===== src/rtl/ex_sat_flag_stage_if.sv =====
//==============================================================================
// Module      : ex_sat_flag_stage_if
// Description : Signal bundle between the EX adder front end and the
//               saturation/flag/EX-MEM register stage.
// Revision    : 1.0 - initial release
//==============================================================================
`default_nettype none

interface ex_sat_flag_stage_if;
  // Upstream instruction and adder outputs
  logic        in_valid;
  logic        stall;
  logic        flush;
  logic [1:0]  op;
  logic [15:0] sum_in;
  logic        a_msb;
  logic        ovf_in;
  logic [3:0]  rd_in;
  logic        wr_en_in;

  // EX/MEM register outputs and architectural flags
  logic        out_valid;
  logic [15:0] result_out;
  logic [3:0]  rd_out;
  logic        wr_en_out;
  logic        flag_z;
  logic        flag_v;
  logic        flag_n;

  // Producer side: drives the instruction and observes the stage outputs
  modport master (
    output in_valid, stall, flush, op, sum_in, a_msb, ovf_in, rd_in, wr_en_in,
    input  out_valid, result_out, rd_out, wr_en_out, flag_z, flag_v, flag_n
  );

  // Stage side
  modport slave (
    input  in_valid, stall, flush, op, sum_in, a_msb, ovf_in, rd_in, wr_en_in,
    output out_valid, result_out, rd_out, wr_en_out, flag_z, flag_v, flag_n
  );
endinterface

`default_nettype wire


===== src/rtl/ex_sat_flag_stage.sv =====
//==============================================================================
// Module      : ex_sat_flag_stage
// Description : Execute-stage back end. Saturates ADD/SUB results on signed
//               overflow, maintains the Z/V/N flag register and registers the
//               result into the EX/MEM boundary with stall and flush control.
// Revision    : 1.0 - initial release
//==============================================================================
`default_nettype none

module ex_sat_flag_stage (
  input  logic                  clk,
  input  logic                  rst_n,
  ex_sat_flag_stage_if.slave    bus
);

  localparam logic [1:0]  c_OP_ADD   = 2'b00;
  localparam logic [1:0]  c_OP_SUB   = 2'b01;
  localparam logic [1:0]  c_OP_LOGIC = 2'b10;
  localparam logic [15:0] c_SAT_POS  = 16'h7FFF;
  localparam logic [15:0] c_SAT_NEG  = 16'h8000;

  logic        valid_q,  valid_d;
  logic [15:0] result_q, result_d;
  logic [3:0]  rd_q,     rd_d;
  logic        wr_en_q,  wr_en_d;
  logic        z_q,      z_d;
  logic        v_q,      v_d;
  logic        n_q,      n_d;

  logic        w_accept;
  logic        w_arith;
  logic [15:0] w_res;

  // Saturation mux and next-state selection: each cycle is hold, load or bubble
  always_comb begin
    w_accept = bus.in_valid & ~bus.stall & ~bus.flush;
    w_arith  = (bus.op == c_OP_ADD) || (bus.op == c_OP_SUB);
    // Overflow direction follows A's sign for both ADD and SUB (A + ~B + 1)
    if (w_arith && bus.ovf_in) begin
      w_res = bus.a_msb ? c_SAT_NEG : c_SAT_POS;
    end else begin
      w_res = bus.sum_in;
    end

    valid_d  = valid_q;
    result_d = result_q;
    rd_d     = rd_q;
    wr_en_d  = wr_en_q;
    z_d      = z_q;
    v_d      = v_q;
    n_d      = n_q;

    // Flush wins over stall; a stall alone freezes everything
    if (bus.flush || !bus.stall) begin
      if (w_accept) begin
        valid_d  = 1'b1;
        result_d = w_res;
        rd_d     = bus.rd_in;
        wr_en_d  = bus.wr_en_in;
        if (w_arith) begin
          z_d = (w_res == 16'h0000);
          v_d = bus.ovf_in;
          n_d = w_res[15];
        end else if (bus.op == c_OP_LOGIC) begin
          z_d = (w_res == 16'h0000);
        end
      end else begin
        valid_d = 1'b0;
        wr_en_d = 1'b0;
      end
    end
  end

  // EX/MEM pipeline register and flag register
  always_ff @(posedge clk or negedge rst_n) begin
    if (!rst_n) begin
      valid_q  <= 1'b0;
      result_q <= 16'h0000;
      rd_q     <= 4'h0;
      wr_en_q  <= 1'b0;
      z_q      <= 1'b0;
      v_q      <= 1'b0;
      n_q      <= 1'b0;
    end else begin
      valid_q  <= valid_d;
      result_q <= result_d;
      rd_q     <= rd_d;
      wr_en_q  <= wr_en_d;
      z_q      <= z_d;
      v_q      <= v_d;
      n_q      <= n_d;
    end
  end

  assign bus.out_valid  = valid_q;
  assign bus.result_out = result_q;
  assign bus.rd_out     = rd_q;
  assign bus.wr_en_out  = wr_en_q;
  assign bus.flag_z     = z_q;
  assign bus.flag_v     = v_q;
  assign bus.flag_n     = n_q;

endmodule

`default_nettype wire


===== src/flat_wrapper.sv =====
// flat-port wrapper written by rule: the top's interface ports become plain ports
module ex_sat_flag_stage_flat 
  (clk, rst_n, bus_in_valid, bus_stall, bus_flush, bus_op, bus_sum_in, bus_a_msb, bus_ovf_in, bus_rd_in, bus_wr_en_in, bus_out_valid, bus_result_out, bus_rd_out, bus_wr_en_out, bus_flag_z, bus_flag_v, bus_flag_n);
  ex_sat_flag_stage_if bus_i ();
  input  logic clk;
  input  logic rst_n;
  input wire logic [$bits(bus_i.in_valid)-1:0] bus_in_valid;
  input wire logic [$bits(bus_i.stall)-1:0] bus_stall;
  input wire logic [$bits(bus_i.flush)-1:0] bus_flush;
  input wire logic [$bits(bus_i.op)-1:0] bus_op;
  input wire logic [$bits(bus_i.sum_in)-1:0] bus_sum_in;
  input wire logic [$bits(bus_i.a_msb)-1:0] bus_a_msb;
  input wire logic [$bits(bus_i.ovf_in)-1:0] bus_ovf_in;
  input wire logic [$bits(bus_i.rd_in)-1:0] bus_rd_in;
  input wire logic [$bits(bus_i.wr_en_in)-1:0] bus_wr_en_in;
  output wire logic [$bits(bus_i.out_valid)-1:0] bus_out_valid;
  output wire logic [$bits(bus_i.result_out)-1:0] bus_result_out;
  output wire logic [$bits(bus_i.rd_out)-1:0] bus_rd_out;
  output wire logic [$bits(bus_i.wr_en_out)-1:0] bus_wr_en_out;
  output wire logic [$bits(bus_i.flag_z)-1:0] bus_flag_z;
  output wire logic [$bits(bus_i.flag_v)-1:0] bus_flag_v;
  output wire logic [$bits(bus_i.flag_n)-1:0] bus_flag_n;
  assign bus_i.in_valid = bus_in_valid;
  assign bus_i.stall = bus_stall;
  assign bus_i.flush = bus_flush;
  assign bus_i.op = bus_op;
  assign bus_i.sum_in = bus_sum_in;
  assign bus_i.a_msb = bus_a_msb;
  assign bus_i.ovf_in = bus_ovf_in;
  assign bus_i.rd_in = bus_rd_in;
  assign bus_i.wr_en_in = bus_wr_en_in;
  assign bus_out_valid = bus_i.out_valid;
  assign bus_result_out = bus_i.result_out;
  assign bus_rd_out = bus_i.rd_out;
  assign bus_wr_en_out = bus_i.wr_en_out;
  assign bus_flag_z = bus_i.flag_z;
  assign bus_flag_v = bus_i.flag_v;
  assign bus_flag_n = bus_i.flag_n;
  ex_sat_flag_stage u_core (.clk(clk), .rst_n(rst_n), .bus(bus_i));
endmodule

===== config.mk =====
export PLATFORM = sky130hd
export DESIGN_NAME = ex_sat_flag_stage_flat
export DESIGN_NICKNAME = d
export VERILOG_FILES = /design/src/rtl/ex_sat_flag_stage_if.sv /design/src/rtl/ex_sat_flag_stage.sv /design/src/flat_wrapper.sv
export SDC_FILE = /design/constraint.sdc
export NUM_CORES = 1
export LEC_CHECK = 0
export BUFFER_PORTS_ARGS = -buffer_cell sky130_fd_sc_hd__buf_2
export CAP_MARGIN = 5
export CORE_ASPECT_RATIO = 0.9
export CORE_UTILIZATION = 27
export CTS_CLUSTER_DIAMETER = 80
export CTS_CLUSTER_SIZE = 16
export DETAILED_ROUTE_END_ITERATION = 16
export SETUP_SLACK_MARGIN = 0.3
export SKIP_CTS_REPAIR_TIMING = 1
export SYNTH_ARGS = -nofsm -noshare
export SYNTH_HDL_FRONTEND = slang
export SYNTH_SLANG_ARGS = --single-unit

===== constraint.sdc =====
create_clock -name clk -period 2.2 [get_ports clk]
set_clock_uncertainty 0.15 [all_clocks]
set_input_delay 0.11 -clock clk [delete_from_list [all_inputs] [get_ports clk]]
set_output_delay 0.11 -clock clk [all_outputs]
set_load 0.005 [all_outputs]

* After elaboration in Yosys (flattened, before gate mapping)
Cells that the tools add are included.
Word-level totals: bits in registers 25, bits of input ports 30, output and inout port bits 25
Operators by class: equal/unequal tests 2, mux-type cells 6, bitwise logic cells 4, reduce and logical (&&, ||, !) cells 10
Operators with widths (count):
- 16-bit 2-to-1 mux | 2
- 16-bit zero test | 1
- 3-bit AND reduction | 2
- 1-bit 2-to-1 mux | 4
- 1-bit bitwise AND | 2
- 2-bit by 1-bit equality test with 1-bit output, second input constant | 1
- 2-bit equality test, second input constant | 1
- 2-bit zero test | 1
- 1-bit logical OR | 2
- 1-bit inverter | 2
- 2-bit AND reduction | 1
- 2-bit nonzero test | 1
- 1-bit logical AND | 1
- 1-bit zero test | 1

* Longest topological paths before layout
Gate-level depths: netlist of the first run.
depth after elaboration 7, depth in mapped cells 5, mapped depth without buffers 3

* Worst setup path after synthesis of the first run
OpenSTA, ideal clock, no wires.
kind input to register, start in bus_stall, end reg u_core.v_q, in the netlist u_core.bus.flag_v, setup time 0.125 ns, data arrival time 0.801 ns, data required time 1.925 ns, slack 1.124 ns, cell stages on the path 2, buffers on the path 0, cell sequence nor4b_2 mux2_2
Between the ends: cells in the longest elaborated chain, start to end 4
RTL lines:
- start, declared | line flat_wrapper.sv:8 | input wire logic [$bits(bus_i.stall)-1:0] bus_stall;
- 1-bit inverter | line ex_sat_flag_stage.sv:36 | w_accept = bus.in_valid & ~bus.stall & ~bus.flush;
- 1-bit bitwise AND (2 in series) | line ex_sat_flag_stage.sv:36
- 3-bit AND reduction (no line) *
- end signal, assigned | line ex_sat_flag_stage.sv:90 | v_q <= v_d;
- end, declared | line ex_sat_flag_stage.sv:27 | logic v_q, v_d;
Every way passes the cells marked *; elsewhere a longest branch is shown, timed or not. A chain may end at the register's enable or synchronous reset.

* Worst setup path after layout of the first run
start in bus_flush, end reg u_core.result_q[14], in the netlist u_core.bus.result_out[14]
Between the ends: cells in the longest elaborated chain, start to end 3
RTL lines:
- start, declared | line flat_wrapper.sv:9 | input wire logic [$bits(bus_i.flush)-1:0] bus_flush;
- 1-bit inverter | line ex_sat_flag_stage.sv:36
- 1-bit bitwise AND | line ex_sat_flag_stage.sv:36
- 2-bit AND reduction (no line) *
- end signal, assigned | line ex_sat_flag_stage.sv:86 | result_q <= result_d;
- end, declared | line ex_sat_flag_stage.sv:23 | logic [15:0] result_q, result_d;
Marks and branches as above.

==> results of run 1 <==
-- power by group through the flow --
stage                     Combinational, W  Clock [W]  Sequential [W]
after floorplan                   0.000103          0        0.000591
after global placement            0.000241          0        0.000583
after detailed placement          0.000249          0        0.000585
after CTS                         0.000250   0.000270        0.000578
after global routing              0.000285   0.000292        0.000587
final                             0.000255   0.000261        0.000578
-- per-stage QoR --
stage | hold WS, ps | total power (W) | instances
finish | 5.95 | 0.00109 | 212
global route | 5.04 | 0.00116 | 212
CTS | -308 | 0.00110 | 205
detailed placement | -19.4 | 0.000834 | 201
global placement | -24.8 | 0.000824 | 201
floorplan | -336 | 0.000693 | 107
-- sequential cells by signal, indices dropped and copies added (netlist names) --
name	cells
u_core.bus.flag_n	1
u_core.bus.out_valid	1
u_core.bus.wr_en_out	1
u_core.bus.flag_v	1
u_core.bus.flag_z	1
u_core.bus.rd_out	4
u_core.bus.result_out	16
-- critical path, stage by stage --
cell           delay, ps
dlygate4sd3_1        530
buf_2                150
nor3b_2              160
buf_4                370
mux2_2               390
-- cell type report --
cell class	count	area (µm²)	share of cell area [%]
Clock buffer	4	45.0	2.97
Timing Repair Buffer	62	348	22.9
Multi-Input combinational cell	74	438	28.9
Tap cell	46	57.6	3.79
Sequential cell	25	626	41.2
Inverter	1	3.75	0.247
-- synthesized netlist by cell type --
| master | number |
|---|---|
| a21oi_1 | 33 |
| a22oi_1 | 1 |
| and3b_1 | 1 |
| buf_2 | 1 |
| buf_4 | 5 |
| buf_6 | 1 |
| dfrtp_1 | 25 |
| inv_1 | 1 |
| mux2_1 | 4 |
| mux2_2 | 2 |
| mux2i_1 | 1 |
| nand2_1 | 2 |
| nand2b_1 | 1 |
| nand4_1 | 2 |
| nor2_1 | 18 |
| nor2b_1 | 1 |
| nor3_1 | 1 |
| nor3b_1 | 1 |
| nor3b_4 | 1 |
| nor4_1 | 3 |
| nor4b_2 | 1 |
| o2bb2ai_1 | 1 |
-- layer usage --
layer / global-route usage, % / vias up
li1: - / 496
met1: 14.9 / 482
met2: 21.2 / 43
met3: 3.23 / 4
met4: 4.50 / 0
met5: 0 / -
-- layout by cell type, fill, tap and decap left out, drive strengths merged --
master and n:
nor2 18, nor2b 1, mux2i 1, nand4 2, nor4 3, mux2 6, o2bb2ai 1, and3b 1
buf 55, nand2 2, nor3 1, inv 1, nor4b 1, a22oi 1, nand2b 1, a21oi 33
clkbuf 4, dlygate4sd3 7, nor3b 2, dfrtp 25
-- logic make-up after synthesis --
logic type | count (synthesis)
buffers and inverters | 8
DFF | 25
muxes | 7
and+or+nand+nor | 32
AOI/OAI and AO/OA | 35
-- final timing paths --
| kind | from | to | slack, ps | cells past startpoint |
|---|---|---|---|---|
| worst max-delay path | bus_flush | u_core.bus.result_out[14] | 490 | 5 |
| max in group asynchronous | rst_n | u_core.bus.result_out[0] | 1330 | 2 |
| min in group asynchronous | rst_n | u_core.bus.result_out[3] | 220 | 2 |
| worst min-delay path | bus_sum_in[14] | u_core.bus.flag_z | 6 | 4 |
| worst max register to register | u_core.bus.rd_out[0] | u_core.bus.rd_out[0] | 1260 | 1 |
| worst min register to register | u_core.bus.rd_out[3] | u_core.bus.rd_out[3] | 340 | 1 |
==> flow_summary.json, run 1 <==
{
  "status": "completed",
  "syn2layout_area_growth_pct": 36.0,
  "clock_path_buffers": 2,
  "cts.reportedPaths.clkPinSlew_ps": 80,
  "synth_adder_area_share_pct": 0,
  "clkPwrFrac_pct": 23.8,
  "drc": 0,
  "diodes": 0,
  "antenna_found_initial": 0,
  "synth_seq_cells": 25,
  "place_worst_setup_slack_ps": 732,
  "post_dp_cell_area_um2": 1400,
  "synthMuxAreaShare_pct": 6.95,
  "std_cell_rows": 21,
  "min_path_type": "in2reg",
  "place.gp.congestion": 0.794,
  "die_y_um": 63.0,
  "p_int_w": 0.000797,
  "fin_ws_ps": 489,
  "met1_length_um": 1220,
  "synthTopCellsByArea": "dfrtp_1 (56%), a21oi_1 (15%), nor2_1 (6.1%)",
  "ir_drop_v": 0.000288,
  "synth-simple-area-share_pct": 15.6,
  "cp.required_ps": 2200,
  "synthesis.nets": 137,
  "maxCapViolations": 0,
  "drive_above_1_share_pct": 38.0,
  "synth_cells": 107,
  "final_cell_area_um2": 1520,
  "drtIter0Drc": 33,
  "wl_met3_um": 237,
  "grt_overflow": 0,
  "p_leak_nw": 0.706,
  "cts_max_level": 1,
  "ant_nets": 0,
  "hpwlAfterDp_um": 2040,
  "boundaryPins": 55,
  "cts_root_buf": "clkbuf_8",
  "setup_tns_ps": 0,
  "worst_pin_slew_ps": 580,
  "grt_pass1_vias": 991,
  "finalHoldViolations": 0,
  "wl_um": 2820,
  "top_layer": "met4",
  "first_pass_iters": 4,
  "io_buffers": 54,
  "dr_total_vias": 1025,
  "routed-wl-met2_um": 1330,
  "synth.largest_area_cell": "dfrtp_1",
  "power_density_nw_per_um2": 721,
  "wire_per_inst_um": 13.3,
  "start_util_pct": 29.1,
  "synth-xor-area-share_pct": 0,
  "grt_max_degree": 38,
  "die_w_um": 69.8,
  "critPathKind": "in2reg",
  "grt_use_total_pct": 12.4,
  "cts_buffers": 3,
  "fin_nets": 197,
  "pwr-share-seq_pct": 52.8,
  "avgSynthCellArea_um2": 10.4,
  "yosysWarnings": 0,
  "cp-end-kind": "flip-flop",
  "synth_top_family_by_area": "compound AO/OA/AOI/OAI gates",
  "ys_seq_area_share_pct": 56.1,
  "switching_power_w": 0.000297,
  "min_period_over_period_pct": 77.8,
  "maxSlewHeadroom_pct": 61.4,
  "clock_sinks": 25,
  "critPathMaxFanout": 37,
  "slew_violations": 0,
  "synth_top_area_share_pct": 56.1,
  "synth.distinct_cells": 22,
  "arrival_ps": 1710,
  "syn_area_um2": 1120,
  "clk_latency_ps": 260,
  "fill_cells": 396,
  "core_area_um2": 3840,
  "cts_tree": "built",
  "switching_share_pct": 27.1,
  "die_area_um2": 4400,
  "combPwrFrac_pct": 23.4,
  "final_util_pct": 39.6,
  "grt_pass1_wl_um": 4380,
  "startpoint_type": "input pin",
  "setup_violations": 0,
  "routed_via_density": 4.83,
  "synth_compound_area_share_pct": 16.3,
  "rsz0062_at_grt": "no",
  "max_freq_ghz": 0.584,
  "fin_crit_ps": 1710
}
Note: power is estimated with default switching activity, not from simulation.
==> inputs of run 2 (changes only) <==
--- a/config.mk
+++ b/config.mk
@@ -5,6 +5,7 @@
 export SDC_FILE = /design/constraint.sdc
 export NUM_CORES = 1
 export LEC_CHECK = 0
+export ABC_AREA = 1
 export BUFFER_PORTS_ARGS = -buffer_cell sky130_fd_sc_hd__buf_2
 export CAP_MARGIN = 5
 export CORE_ASPECT_RATIO = 0.9
==> constraint.sdc (replaced) <==
create_clock -name clk -period 1.7 [get_ports clk]
set_clock_uncertainty 0.15 [all_clocks]
set_input_delay 0.085 -clock clk [delete_from_list [all_inputs] [get_ports clk]]
set_output_delay 0.085 -clock clk [all_outputs]
set_load 0.005 [all_outputs]
==> run 2 against run 1 <==
Compared with the run above:
- the run now ends with negative hold slack left
- global-route usage increased by 1.3 points
- combinational power increased by 39%
- cell count grew 23%
- sequential share of layout area is 4.5 points lower
- clock power grew 34%
- critical endpoint is now u_core.bus.flag_z
==> flow_summary.json, run 2 <==
{
  "status": "complete, but fails checks",
  "failed_checks": "negative hold slack",
  "yosysWarnings": 0,
  "holdPathStages": 4,
  "routed_via_density": 4.52,
  "path_buf_inv": 3,
  "power_density_nw_per_um2": 850,
  "drtIter0Drc": 123,
  "p_leak_nw": 0.917,
  "synth_seq_cells": 25,
  "die_y_um": 62.7,
  "final_util_pct": 44.7,
  "io_buffers": 54,
  "cp-end-kind": "flip-flop",
  "critical_path.most_common_cell": "nand2_1",
  "synth.distinct_cells": 13,
  "cts_root_buf": "clkbuf_8",
  "wl_met3_um": 280,
  "ys_seq_area_share_pct": 56.6,
  "drc": 0,
  "clk_latency_ps": 270,
  "hpwlAfterDp_um": 2250,
  "multiInputGateArea_um2": 400,
  "start_util_pct": 29.0,
  "r2r-start": "u_core.bus.wr_en_out",
  "cts_tree": "built",
  "worstReg2RegEnd": "u_core.bus.wr_en_out",
  "setup_tns_ps": 0,
  "r2r_cells": 1,
  "clock_sinks": 25,
  "die_w_um": 69.4,
  "synth_edf_count": 0,
  "syn2layout_area_growth_pct": 54.0,
  "worst_pin_slew_ps": 570,
  "min_period_over_period_pct": 74.8,
  "maxCapViolations": 0,
  "cts_buffers": 3,
  "critPathMaxFanout": 2,
  "worstPathCellList": "dlygate4sd3_1, buf_2, inv_1, nand2_1, a21oi_1, nand2_1, nor2_1, nand3_1, nand2_1",
  "cp_slowest_cell": "dlygate4sd3_1",
  "routed-wl-met2_um": 1580,
  "top_layer": "met4",
  "async_flop_share_pct": 100,
  "wire_per_inst_um": 12.9,
  "met1_length_um": 1420,
  "whs_ps": -11.6,
  "synthTopCellsByArea": "dfrtp_1 (57%), nand2_1 (15%), a21oi_1 (7.2%)",
  "synthTopCellsByCount": "nand2_1 (45), dfrtp_1 (25), nor2_1 (17)",
  "avgSynthCellArea_um2": 8.18,
  "core_area_um2": 3810,
  "maxSlewHeadroom_pct": 62.0,
  "seq_area_um2": 626,
  "synth.largest_area_cell": "dfrtp_1",
  "min_from": "bus_op[1]",
  "final_common_cell": "buf_2",
  "grt_pass1_wl_um": 4690,
  "ant_nets": 0,
  "cp.required_ps": 1760,
  "grt_overflow": 0,
  "grt_pass1_vias": 964,
  "grt_max_degree": 26,
  "final_cell_mix": "buf_2 (54), nand2_1 (45), dfrtp_1 (25), dlygate4sd3_1 (23), nor2_1 (17)",
  "drive_above_1_share_pct": 30.4,
  "boundaryPins": 55,
  "grt_use_total_pct": 13.6,
  "fin_crit_ps": 1270,
  "final_cell_count_no_fill": 260,
  "synth_top_area_share_pct": 56.6,
  "synthesis.nets": 165,
  "place.gp.congestion": 0.813,
  "antenna_found_initial": 0,
  "startpoint_type": "input pin",
  "synthFlopType": "dfrtp_1",
  "fill_cells": 376,
  "r2r_slack_ps": 800,
  "finalHoldViolations": 2,
  "std_cell_rows": 21,
  "min_path_type": "in2reg",
  "setup_violations": 0,
  "syn_area_um2": 1100,
  "slew_violations": 0,
  "max_freq_ghz": 0.787,
  "cpLargestDelayFamily": "buffers and inverters",
  "cts.reportedPaths.clkPinSlew_ps": 80,
  "dr_total_vias": 1175,
  "yosysMostFrequentCell": "nand2_1",
  "clock_path_buffers": 2,
  "dp.cells": 233,
  "wl_um": 3360,
  "largest_reg_flops": 16,
  "diodes": 0,
  "die_area_um2": 4350,
  "first_pass_iters": 4,
  "cts_max_level": 1,
  "max_stage_delay_ps": 560,
  "critPathKind": "in2reg",
  "arrival_ps": 1330,
  "hold_path_end": "u_core.bus.flag_v",
  "ir_drop_v": 0.000356,
  "p_total_w": 0.00145,
  "synth_cells": 135,
  "fin_nets": 245,
  "rsz0062_at_grt": "no"
}
==> run 2: cell types whose count changed in the layout (fill, tap and decap cells not counted), sizes merged, moves of 2 or more <==
| cell | delta |
|---|---|
| a21oi | -17 |
| buf | +3 |
| dlygate4sd3 | +16 |
| inv | +10 |
| mux2 | -6 |
| nand2 | +43 |
| nand3 | +6 |
| nand4 | -2 |
| nor3b | -2 |
| nor4 | -3 |
| o21ai | +7 |
==> run 2: worst max path at each step <==
| stage | from | to | slack, ps | cells after the start |
|---|---|---|---|---|
| CTS | bus_op[1] | u_core.bus.flag_z | 600 | 8 |
| floorplan | bus_stall | u_core.bus.result_out[10] | 700 | 5 |
| global route | bus_sum_in[4] | u_core.bus.flag_z | 380 | 9 |
| finish | bus_sum_in[13] | u_core.bus.flag_z | 430 | 9 |
| detailed placement | bus_op[1] | u_core.bus.flag_z | 320 | 8 |
| global placement | bus_op[1] | u_core.bus.flag_z | 340 | 8 |
==> run 2: final cells by class <==
type	instances	share of cell area, %
clock buffers	3	2.43
repair buffers	81	31.2
multi-input cells	93	23.5
inverters	11	2.43
clock inverters	1	0.294
well taps	46	3.38
flip-flops and latches	25	36.8
==> run 2: metrics by stage <==
stage	setup slack [ps]	instance area, µm²
4_1_cts	603	1470
6_report	429	1700
3_5_place_dp	322	1430
2_1_floorplan	700	1100
3_3_place_gp	339	1430
5_1_grt	385	1700
==> run 2: per-layer routing <==
metal	up-vias	track usage, %
met5	-	0
met4	0	3.06
met3	8	5.32
met2	57	19.2
met1	522	19.5
li1	588	-
==> run 2: logic make-up (layout without fill, tap and decap cells) <==
kind of cell,Yosys count,count (layout),synth area share [%]
AND/OR/NAND/NOR,68,68,23.8
AO/OA/AOI/OAI,25,25,12.5
flip-flops,25,25,56.6
buffers and inverters,17,96,7.13
==> run 2: power by group <==
| group | leakage [nW] | internal (W) | switching, W |
|---|---|---|---|
| sequential | 0.296 | 0.000689 | 0.0000518 |
| clock | 0.0255 | 0.000164 | 0.000186 |
| combinational | 0.595 | 0.000182 | 0.000173 |
| total | 0.917 | 0.00103 | 0.000411 |
==> inputs of run 3 (changes only) <==
==> constraint.sdc (replaced) <==
create_clock -name clk -period 1.2 [get_ports clk]
set_clock_uncertainty 0.15 [all_clocks]
set_input_delay 0.06 -clock clk [delete_from_list [all_inputs] [get_ports clk]]
set_output_delay 0.06 -clock clk [all_outputs]
set_load 0.005 [all_outputs]
==> run 3 against run 2 <==
Compared with the run above:
- largest power group unchanged
- cell area is 1.1% higher
- flip-flop and latch count did not move
- sequential power grew 40%
- worst hold slack worse by 360 ps
- combinational power rose by 53%
- sequential share of layout area fell by 0.40 points
- non-clock buffer count fell by 1
- register-to-register slack worse by 520 ps
- power grew 44%
- wire length shrank 7.1%
- critical path type unchanged
- the flow still finishes with violations (negative hold slack)
- cell count decreased by 0.38%
==> flow_summary.json, run 3 (synthesis gave the netlist of run 2 again) <==
{
  "first_pass_iters": 4,
  "ant_nets": 0,
  "max_freq_ghz": 0.993,
  "slew_violations": 0,
  "start_util_pct": 29.0,
  "critPathLaunch": "bus_stall",
  "r2r_cells": 3,
  "drtIter0Drc": 78,
  "cts_max_level": 1,
  "wl_met3_um": 211,
  "maxCapViolations": 0,
  "die_y_um": 62.7,
  "grt_use_total_pct": 13.5,
  "final_util_pct": 45.2,
  "cts_buffers": 3,
  "io_buffers": 54,
  "startpoint_type": "input pin",
  "die_w_um": 69.4,
  "routed-wl-met2_um": 1460,
  "final_cell_mix": "buf_2 (54), nand2_1 (43), dfrtp_1 (25), nor2_1 (16), dlygate4sd3_1 (16)",
  "diodes": 0,
  "worstPathCellList": "buf_2, dlygate4sd3_1, a32o_1",
  "wl_um": 3120,
  "rsz0062_at_grt": "yes",
  "routed_via_density": 4.37,
  "power_density_nw_per_um2": 1210,
  "drive_above_1_share_pct": 34.7,
  "grt_pass1_wl_um": 4650,
  "grt_pass1_vias": 1036,
  "clock_sinks": 25,
  "grt_overflow": 0,
  "worst_pin_slew_ps": 573,
  "max_stage_delay_ps": 580,
  "top_layer": "met4",
  "grt_max_degree": 26,
  "maxSlewHeadroom_pct": 61.8,
  "clk_latency_ps": 270,
  "min_path_type": "in2async",
  "cp_slowest_cell": "dlygate4sd3_1",
  "antenna_found_initial": 0,
  "critPathMaxFanout": 2,
  "setup_tns_ps": 0,
  "hpwlAfterDp_um": 2110,
  "std_cell_rows": 21,
  "met1_length_um": 1420,
  "cts.reportedPaths.clkPinSlew_ps": 90,
  "cp.required_ps": 1210,
  "clock_path_buffers": 2,
  "status": "complete, but fails checks",
  "cp-end-kind": "flip-flop",
  "setup_violations": 0,
  "wire_per_inst_um": 12.1,
  "core_area_um2": 3810,
  "largest_reg_flops": 16,
  "r2r-start": "u_core.bus.result_out[1]",
  "p_total_w": 0.00208,
  "whs_ps": -372,
  "die_area_um2": 4350,
  "fin_nets": 244,
  "cts_tree": "built",
  "p_leak_nw": 0.924,
  "failed_checks": "negative hold slack",
  "syn2layout_area_growth_pct": 55.7,
  "r2r_slack_ps": 280,
  "critPathKind": "in2reg",
  "fill_cells": 399,
  "arrival_ps": 1020,
  "critPathCapture": "u_core.bus.wr_en_out",
  "boundaryPins": 55,
  "cts_root_buf": "clkbuf_8",
  "finalHoldViolations": 32,
  "worstReg2RegEnd": "u_core.bus.result_out[1]",
  "place.gp.congestion": 0.804,
  "fin_crit_ps": 1010,
  "drc": 0,
  "min_period_over_period_pct": 83.9,
  "final_common_cell": "buf_2",
  "dr_total_vias": 1132,
  "ir_drop_v": 0.000661
}
run 3: layout make-up:
cell class / count / area (µm²) / area share (%)
inverters: 11 / 43.8 / 2.55
well taps: 46 / 57.6 / 3.35
flip-flops and latches: 25 / 626 / 36.4
clock buffers: 4 / 45.0 / 2.62
repair buffers: 80 / 518 / 30.1
multi-input cells: 93 / 430 / 25.0
run 3: how the worst min path moves through the flow:
stage	end	startpoint	depth (start not counted)
6_report	u_core.bus.flag_v	rst_n	1
5_1_grt	u_core.bus.wr_en_out	rst_n	1
4_1_cts	u_core.bus.wr_en_out	rst_n	1
3_5_place_dp	u_core.bus.wr_en_out	rst_n	1
3_3_place_gp	u_core.bus.wr_en_out	rst_n	1
2_1_floorplan	u_core.bus.flag_n	rst_n	0
run 3: through the flow:
stage	cells	setup WS (ps)	hold WS (ps)	cell area, µm²
6_report	259	193	-372	1720
2_1_floorplan	135	305	-386	1150
5_1_grt	259	150	-330	1720
3_5_place_dp	234	45.0	-60.0	1470
3_3_place_gp	234	89.6	-60.1	1470
4_1_cts	238	188	-355	1520
run 3: critical path: cells and delay by family:
| family | cells | cell delay [ps] |
|---|---|---|
| buffers and inverters | 2 | 700 |
| AO/OA/AOI/OAI | 1 | 260 |
run 3: where the power goes:
group          switching, W  internal, W  leakage [nW]
logic              0.000256     0.000288         0.605
registers         0.0000657     0.000976         0.296
clock network      0.000255     0.000237        0.0228
total              0.000576      0.00150         0.924
run 3: layer usage:
metal | GRT usage, % | up-vias
met5 | 0 | -
met2 | 20.4 | 48
li1 | - | 585
met3 | 4.03 | 4
met4 | 4.59 | 0
met1 | 18.4 | 495
